<file path="config.mk">
export PLATFORM = sky130hd
export DESIGN_NAME = fetch_sequencer
export DESIGN_NICKNAME = d
export VERILOG_FILES = /design/src/rtl/fetch_sequencer.sv
export SDC_FILE = /design/constraint.sdc
export NUM_CORES = 1
export LEC_CHECK = 0
export BUFFER_PORTS_ARGS = -buffer_cell sky130_fd_sc_hd__buf_2
export CAP_MARGIN = 20
export CELL_PAD_IN_SITES_DETAIL_PLACEMENT = 0
export CELL_PAD_IN_SITES_GLOBAL_PLACEMENT = 1
export CORE_ASPECT_RATIO = 1.75
export CORE_MARGIN = 8
export CORE_UTILIZATION = 40
export DETAILED_ROUTE_END_ITERATION = 7
export PLACE_DENSITY_LB_ADDON = 0.1
export REMOVE_ABC_BUFFERS = 1
export SKIP_CTS_REPAIR_TIMING = 1
export SLEW_MARGIN = 30
export SYNTH_ARGS = -nofsm -noshare
export SYNTH_HDL_FRONTEND = slang
export SYNTH_SLANG_ARGS = --single-unit
</file>
<file path="constraint.sdc">
create_clock -name clk -period 2.9 [get_ports clk]
set_input_delay 0.145 -clock clk [delete_from_list [all_inputs] [get_ports clk]]
set_output_delay 0.145 -clock clk [all_outputs]
set_load 0.1 [all_outputs]
</file>
<file path="src/rtl/fetch_sequencer.sv">
// fetch_sequencer
// Owns the fetch PC and keeps at most one instruction-memory request in flight.
// Each fetched instruction is parked in a single output slot until decode takes it.
// Next-PC priority: redirect first, then BTB prediction, then sequential PC+4.
// Optional feature macro: FETCH_BTB_EN enables the BTB-predicted next PC.
// Without FETCH_BTB_EN, the BTB inputs are ignored, lookup_pc is 0, and every
// prediction is PC+4.
module fetch_sequencer #(
    parameter int                  PC_WIDTH = 32,
    parameter logic [PC_WIDTH-1:0] RESET_PC = '0
) (
    input  logic                clk,
    input  logic                rst,
    input  logic                stall,
    input  logic                redirect,
    input  logic [PC_WIDTH-1:0] redirect_pc,
    input  logic                btb_hit,
    input  logic [PC_WIDTH-1:0] btb_pc,
    output logic [PC_WIDTH-1:0] lookup_pc,
    output logic                imem_req,
    output logic [PC_WIDTH-1:0] imem_addr,
    input  logic                imem_gnt,
    input  logic                imem_rvalid,
    input  logic [31:0]         imem_rdata,
    output logic                out_valid,
    output logic [PC_WIDTH-1:0] out_pc,
    output logic [31:0]         out_insn,
    output logic                out_pred_taken,
    output logic [PC_WIDTH-1:0] out_pred_pc
);

    typedef enum logic [1:0] {
        REQ  = 2'd0,
        WAIT = 2'd1,
        DROP = 2'd2
    } stateType;

    stateType            state;
    stateType            stateNext;

    logic [PC_WIDTH-1:0] pc;
    logic [PC_WIDTH-1:0] pcPlus4;
    logic [PC_WIDTH-1:0] redirectAligned;
    logic                predTaken;
    logic [PC_WIDTH-1:0] predPc;

    // Entry for the single outstanding request, consumed when its response lands.
    logic [PC_WIDTH-1:0] pendPc;
    logic                pendTaken;
    logic [PC_WIDTH-1:0] pendPredPc;

    logic                slotFree;
    logic                reqFire;
    logic                loadSlot;
    logic                unusedBits;

    assign pcPlus4         = pc + PC_WIDTH'(4);
    assign redirectAligned = {redirect_pc[PC_WIDTH-1:2], 2'b00};

    // The slot can take a new instruction if it is empty or is being drained this cycle.
    assign slotFree  = !out_valid || !stall;
    assign reqFire   = imem_req && imem_gnt;
    // A redirect in the same cycle makes the arriving response stale.
    assign loadSlot  = (state == WAIT) && imem_rvalid && !redirect;
    assign imem_addr = pc;

`ifdef FETCH_BTB_EN
    assign lookup_pc  = pc;
    assign predTaken  = btb_hit;
    assign predPc     = btb_hit ? {btb_pc[PC_WIDTH-1:2], 2'b00} : pcPlus4;
    assign unusedBits = ^{redirect_pc[1:0], btb_pc[1:0]};
`else
    assign lookup_pc  = '0;
    assign predTaken  = 1'b0;
    assign predPc     = pcPlus4;
    assign unusedBits = ^{redirect_pc[1:0], btb_hit, btb_pc};
`endif

    // State register; reset abandons any outstanding request.
    always_ff @(posedge clk or negedge rst) begin
        if (!rst) begin
            state <= REQ;
        end else begin
            state <= stateNext;
        end
    end

    // Next state. A redirect only alters the path when a response is still owed.
    always_comb begin
        stateNext = state;
        case (state)
            REQ: begin
                if (reqFire) begin
                    stateNext = redirect ? DROP : WAIT;
                end
            end
            WAIT: begin
                if (imem_rvalid) begin
                    stateNext = REQ;
                end else if (redirect) begin
                    stateNext = DROP;
                end
            end
            DROP: begin
                if (imem_rvalid) begin
                    stateNext = REQ;
                end
            end
            default: stateNext = REQ;
        endcase
    end

    // Request only from REQ, only when the slot can accept, and never while in reset.
    always_comb begin
        imem_req = 1'b0;
        if (rst && (state == REQ)) begin
            imem_req = slotFree;
        end
    end

    // Fetch PC. A redirect overrides the prediction taken by an accepted request.
    always_ff @(posedge clk or negedge rst) begin
        if (!rst) begin
            pc <= RESET_PC;
        end else if (redirect) begin
            pc <= redirectAligned;
        end else if (reqFire) begin
            pc <= predPc;
        end
    end

    // Capture the metadata of the request that memory just accepted.
    always_ff @(posedge clk) begin
        if (reqFire) begin
            pendPc     <= pc;
            pendTaken  <= predTaken;
            pendPredPc <= predPc;
        end
    end

    // Output slot. A redirect flushes it; a response reloads it; decode drains it.
    always_ff @(posedge clk or negedge rst) begin
        if (!rst) begin
            out_valid      <= 1'b0;
            out_pc         <= '0;
            out_insn       <= '0;
            out_pred_taken <= 1'b0;
            out_pred_pc    <= '0;
        end else if (redirect) begin
            out_valid <= 1'b0;
        end else if (loadSlot) begin
            out_valid      <= 1'b1;
            out_pc         <= pendPc;
            out_insn       <= imem_rdata;
            out_pred_taken <= pendTaken;
            out_pred_pc    <= pendPredPc;
        end else if (out_valid && !stall) begin
            out_valid <= 1'b0;
        end
    end

endmodule

</file>
==> Word-level counts from Yosys, hierarchy flattened <==
Index checks and enable logic that the tools add are counted.
{ "op_classes": {"n_addsub": 1, "eq_ne": 5, "mux": 12, "bitwise_logic": 1, "n_reduce_logical": 14} }
{ "ops": {"columns": ["cell", "count"], "rows": [
  ["2-to-1 mux 32 bit", 2],
  ["adder 32 x 3 -> 32 bit, second input constant", 1],
  ["2-to-1 mux 2 bit", 5],
  ["case mux 2 bit (3 select lines)", 1],
  ["logical AND 1 bit", 5],
  ["2-to-1 mux 1 bit", 4],
  ["inequality test 2 bit, second input constant", 2],
  ["logical NOT 1 bit", 3],
  ["inequality test 3 bit, second input constant", 1],
  ["AND reduction 3 bit", 1],
  ["nonzero test 3 bit", 1],
  ["equality test 2 x 1 -> 1 bit, second input constant", 1],
  ["equality test 2 bit, second input constant", 1],
  ["logical NOT 2 bit", 1],
  ["AND reduction 2 bit", 1],
  ["nonzero test 2 bit", 1],
  ["logical OR 1 bit", 1],
  ["NOT 1 bit", 1]
]} }
{ "totals": {"register_bits": 195, "inputBits": 103} }

==> Depth between registers and ports, before layout <==
{ "depth": {"ltp_word": 6, "depth_mapped": 7} }

==> Least setup slack after synthesis <==
No wires, ideal clock.
{ "synth_timing": {"path_kind": "register to register", "startpoint": "reg pc[2], in the netlist imem_addr[2]", "endpoint": "reg pendPredPc[22] (data pin)", "setup_time_ps": 296, "t_arrival_ps": 2650, "required_ps": 2604, "setup_slack_ps": -46, "stages_incl_launch_ff": 7, "period_less_slack_ps": 2946, "cell_sequence": "dfrtp_1 > ha_1 > nand3_1 > or4_1 > buf_2 > nor3_1 > xor2_1"} }
{ "synth_via": {"elab_chain_cells": 1} }
{ "synth_rtl": {"columns": ["element", "line_no", "rtl"], "rows": [
  ["from (decl)", "41", "logic [PC_WIDTH-1:0] pc;"],
  ["from (signal assigned)", "126", "pc <= redirectAligned;"],
  ["from (signal assigned)", "128", "pc <= predPc;"],
  ["adder 32 x 3 -> 32 bit", "57", "assign pcPlus4 = pc + PC_WIDTH'(4);"],
  ["net pcPlus4[22]", "42", "logic [PC_WIDTH-1:0] pcPlus4;"],
  ["to (signal assigned)", "137", "pendPredPc <= predPc;"],
  ["to (decl)", "50", "logic [PC_WIDTH-1:0] pendPredPc;"]
]} }
The timed path passes the listed nets, and every way through them passes these cells.
A chain may end at the register's enable or synchronous reset.

==> Worst setup path after layout <==
{ "layout_timing": {"startpoint": "reg pc[2], in the netlist imem_addr[2]", "endpoint": "reg pc[24], in the netlist imem_addr[24]"} }
{ "layout_via": {"elab_chain_cells": 3} }
{ "layout_rtl": {"columns": ["element", "line_no", "rtl"], "rows": [
  ["adder 32 x 3 -> 32 bit", "57", null],
  ["2-to-1 mux 32 bit", "127", "end else if (reqFire) begin"],
  ["2-to-1 mux 32 bit", "125", "end else if (redirect) begin"]
]} }
Every way passes these cells. The select of a mux whose other input is x is not followed.

==> summary.txt <==
Global routing
  • Initial antenna violation count: 0
  • Largest net degree at the start of global routing: between 60 and 70
  • GR Util All Layers: between 10% and 20%
  • First-pass GRT wire length: roughly 31 mm
  • Vias in the first global route: approximately 5,700
  • Remaining Overflow, GRT: 0

Clocking
  • Register clock-pin slew on the reported worst setup and hold paths: approximately 0.070 ns
  • CTS tree: done
  • Cts bufs inserted: 17
  • Max Root-Sink Buffers: 2
  • Clock Latency Late Sink: approximately 0.43 ns
  • H-tree Lvls: 4
  • Clk Tree Root Cell: clkbuf_16
  • Clk sinks: approximately 190

Route
  • Residual DRC: 0
  • Via count: approximately 5,500
  • Vias per inst: ~5.0
  • Total Routed Length: 20.29 mm
  • Post-route ant nets: 0
  • Average wire per standard cell: 18.49 µm
  • Drt pass-1 iters: 5
  • Starting DRT DRC Count: slightly below 300

Cells and area
  • Commonest cells after routing, fill and taps aside: buf_2, dfrtp_1, mux2_2, edfxtp_1, dlygate4sd3_1
  • Area Growth Syn to Fin: 29.16%
  • Layout cell share with drive strength beyond 1: between 30% and 40%
  • Final net count: ~940
  • Cell area after layout: ~0.010 mm²
  • Non-Filler Instances: roughly 1,100
  • Inserted Diodes: 0
  • Leading cell type in the layout, fill and taps excluded: buf_2
  • Layout filler cell count: ~1,700

Min path
  • Worst min path class: input port to register
  • Hold path startpoint: redirect_pc[16]

Floorplanning
  • # rows: 68
  • Die area: ~0.025 mm²
  • # IOs: around 270
  • Chip width: ~120 µm
  • Die H: 201.9 µm
  • Core Region: roughly 0.02 mm²
  • Starting density of the core: approximately two fifths

Synth
  • Synthesized-area fraction occupied by adder cells: less than 1%
  • Syn avg cell area: roughly 13 µm²
  • Compound-Gate Fraction of Synth Area: approximately 4.6%
  • Seq cells post-synth: approximately 190
  • Mux contribution to synthesized area: about an eighth
  • Sequential area share after synthesis: ~62%
  • Top cell type's share of synthesized area: 39.60%
  • YS warnings: 0
  • Cell taking the most area after synthesis: dfrtp_1
  • Post-synth EDFFs: 60
  • Area share of and/or/nand/nor cells after synthesis: 9.900%
  • Gate Count Post-Synth: 589
  • Largest family of logic cells by synthesized area: multiplexers
  • Top post-synthesis cells by area: dfrtp_1, edfxtp_1, mux2_2
  • Synth cell types: 52
  • Post-Synth XOR/XNOR Area: under 10%
  • Post-synthesis async set-or-reset flop share: roughly two thirds
  • Netlist Area Pre-Place: 0.007899 mm²
  • Post-synth top flop: dfrtp_1

Timing
  • Max frequency: 410.6 MHz
  • Final worst setup slack: about 0.46 ns
  • Relative slew slack: approximately half
  • Final hold vios: 3
  • Max-slew violations: 0
  • Final setup vio count: 0
  • Fin crit period: 2.436 ns
  • Post-route clock period utilization: between 80% and 90%
  • RSZ-0062 raised after global routing: false
  • Worst-Margin Slew: 0.7716 ns
  • Clock skew: 0.009497 ns
  • WHS: -0.009160 ns

Run
  • Max Cap Violations: 0

Critical path
  • Critical path fanouts, max: 15
  • Crit path largest cell delay: 0.76 ns
  • Crit end category: register
  • Worst Setup Start Kind: register
  • Worst EP required: roughly 3.3 ns
  • Critical Path Start: imem_addr[2]
  • Crit path cell chain: ha_1 > nand3_1 > or4_1 > or4b_1 > a31oi_1
  • WP buf/inv: 0
  • Crit path DAT: roughly 2.8 ns
  • WS Path Type: register to register
  • Reg2reg start: imem_addr[2]
  • Crit path max-delay cell type: or4_1
  • Family with the most delay on the worst path: simple AND/OR/NAND/NOR gates

Placed design
  • Pre-CTS setup slack: 0.4555 ns
  • Cells after DPL: 1,010
  • Final HPWL DP: around 14 mm
  • Dpl cell area: 0.009041 mm²
  • GP Congestion: approximately 0.78
  • # port buffers: between 150 and 200

Run status
  • Violated checks: negative hold slack
  • Status: complete, but fails checks

Pwr
  • Pwr/cell area: ~1100 mW/mm²
  • Leak: 4.437 nW
  • VDD IR-drop max: about 0.9 mV
[where the power goes]
part	internal (W)	switching [W]	total (W)
combinational	0.000863	0.00466	0.00553
clock	0.00133	0.00104	0.00238
sequential	0.00329	0.000318	0.00360
total	0.00548	0.00603	0.0115
[synth_stat cells, drive strengths merged, types with 2 or more instances]
| cell | count |
|---|---|
| nor3 | 12 |
| xnor2 | 17 |
| nand2b | 2 |
| nand2 | 27 |
| and4 | 3 |
| a211o | 2 |
| xor2 | 19 |
| a31oi | 15 |
| and3 | 3 |
| nand3 | 14 |
| nor3b | 2 |
| or4b | 2 |
| dfrtp | 125 |
| nor2b | 6 |
| and2 | 2 |
| or4 | 13 |
| clkbuf | 21 |
| buf | 49 |
| nand4 | 12 |
| mux2 | 92 |
| nor2 | 27 |
| nor4 | 6 |
| a21oi | 4 |
| o21ai | 17 |
| edfxtp | 60 |
| or3 | 9 |
| inv | 3 |
| o41ai | 3 |
| o31ai | 7 |
[kinds of logic (layout without fill, tap and decap cells)]
| group | Yosys count | in the layout |
|---|---|---|
| flip-flops | 185 | 185 |
| AO/OA/AOI/OAI | 57 | 57 |
| XOR/XNOR | 36 | 36 |
| adder cells (fa/ha/maj) | 1 | 1 |
| multiplexers | 93 | 93 |
| other | 1 | 39 |
| AND/OR/NAND/NOR | 142 | 142 |
| buffers and inverters | 74 | 299 |
[area by class of cell]
cell class	count	area [µm²]	area share [%]
clock buffers	20	489.2	4.795
clock inverters	12	121.4	1.190
repair buffers	263	1665	16.32
flip-flops and latches	185	4930	48.32
inverters	4	16.27	0.1594
well taps	245	306.5	3.005
multi-input cells	368	2674	26.21
[per-stage QoR]
stage	setup TNS (ns)	power (W)	util (%)	hold slack [ns]
after floorplan	-43.61	0.008216	-	-0.1506
after global placement	0	0.009110	46.20	0.01649
after detailed placement	0	0.009184	46.20	0.01855
after CTS	0	0.01158	49.32	-0.4423
after global routing	0	0.01194	52.14	0.001990
final	0	0.01151	52.14	-0.009160
[metal layers]
layer	up-vias	routed length, µm	track usage, %
met2	207	10330	28.30
met1	2697	8225	18.74
met3	19	1425	4.638
met4	0	301	5.470
met5	-	0	0
li1	2565	-	-
[flip-flops by register name, indices dropped and copies added (netlist names)]
name and cells:
out_pc 30, pendPredPc 30, out_insn 32, state 2
out_valid 1, out_pred_pc 30, imem_addr 30, pendPc 30
[worst paths after layout]
check	to	slack [ns]	cells after the start
min	imem_addr[16]	-0.009	3
min in group asynchronous	out_valid	0.14	2
max	imem_addr[24]	0.46	5
max in group asynchronous	out_pred_pc[24]	1.06	4
min reg2reg	out_pred_pc[22]	0.48	1
max reg2reg	imem_addr[24]	0.46	5
[tightest hold or removal path, cell delays in order]
cell and delay [ns]:
buf_2 0.10, nor2_1 0.08, a31oi_1 0.05
Power figures use the tool's default switching activity.
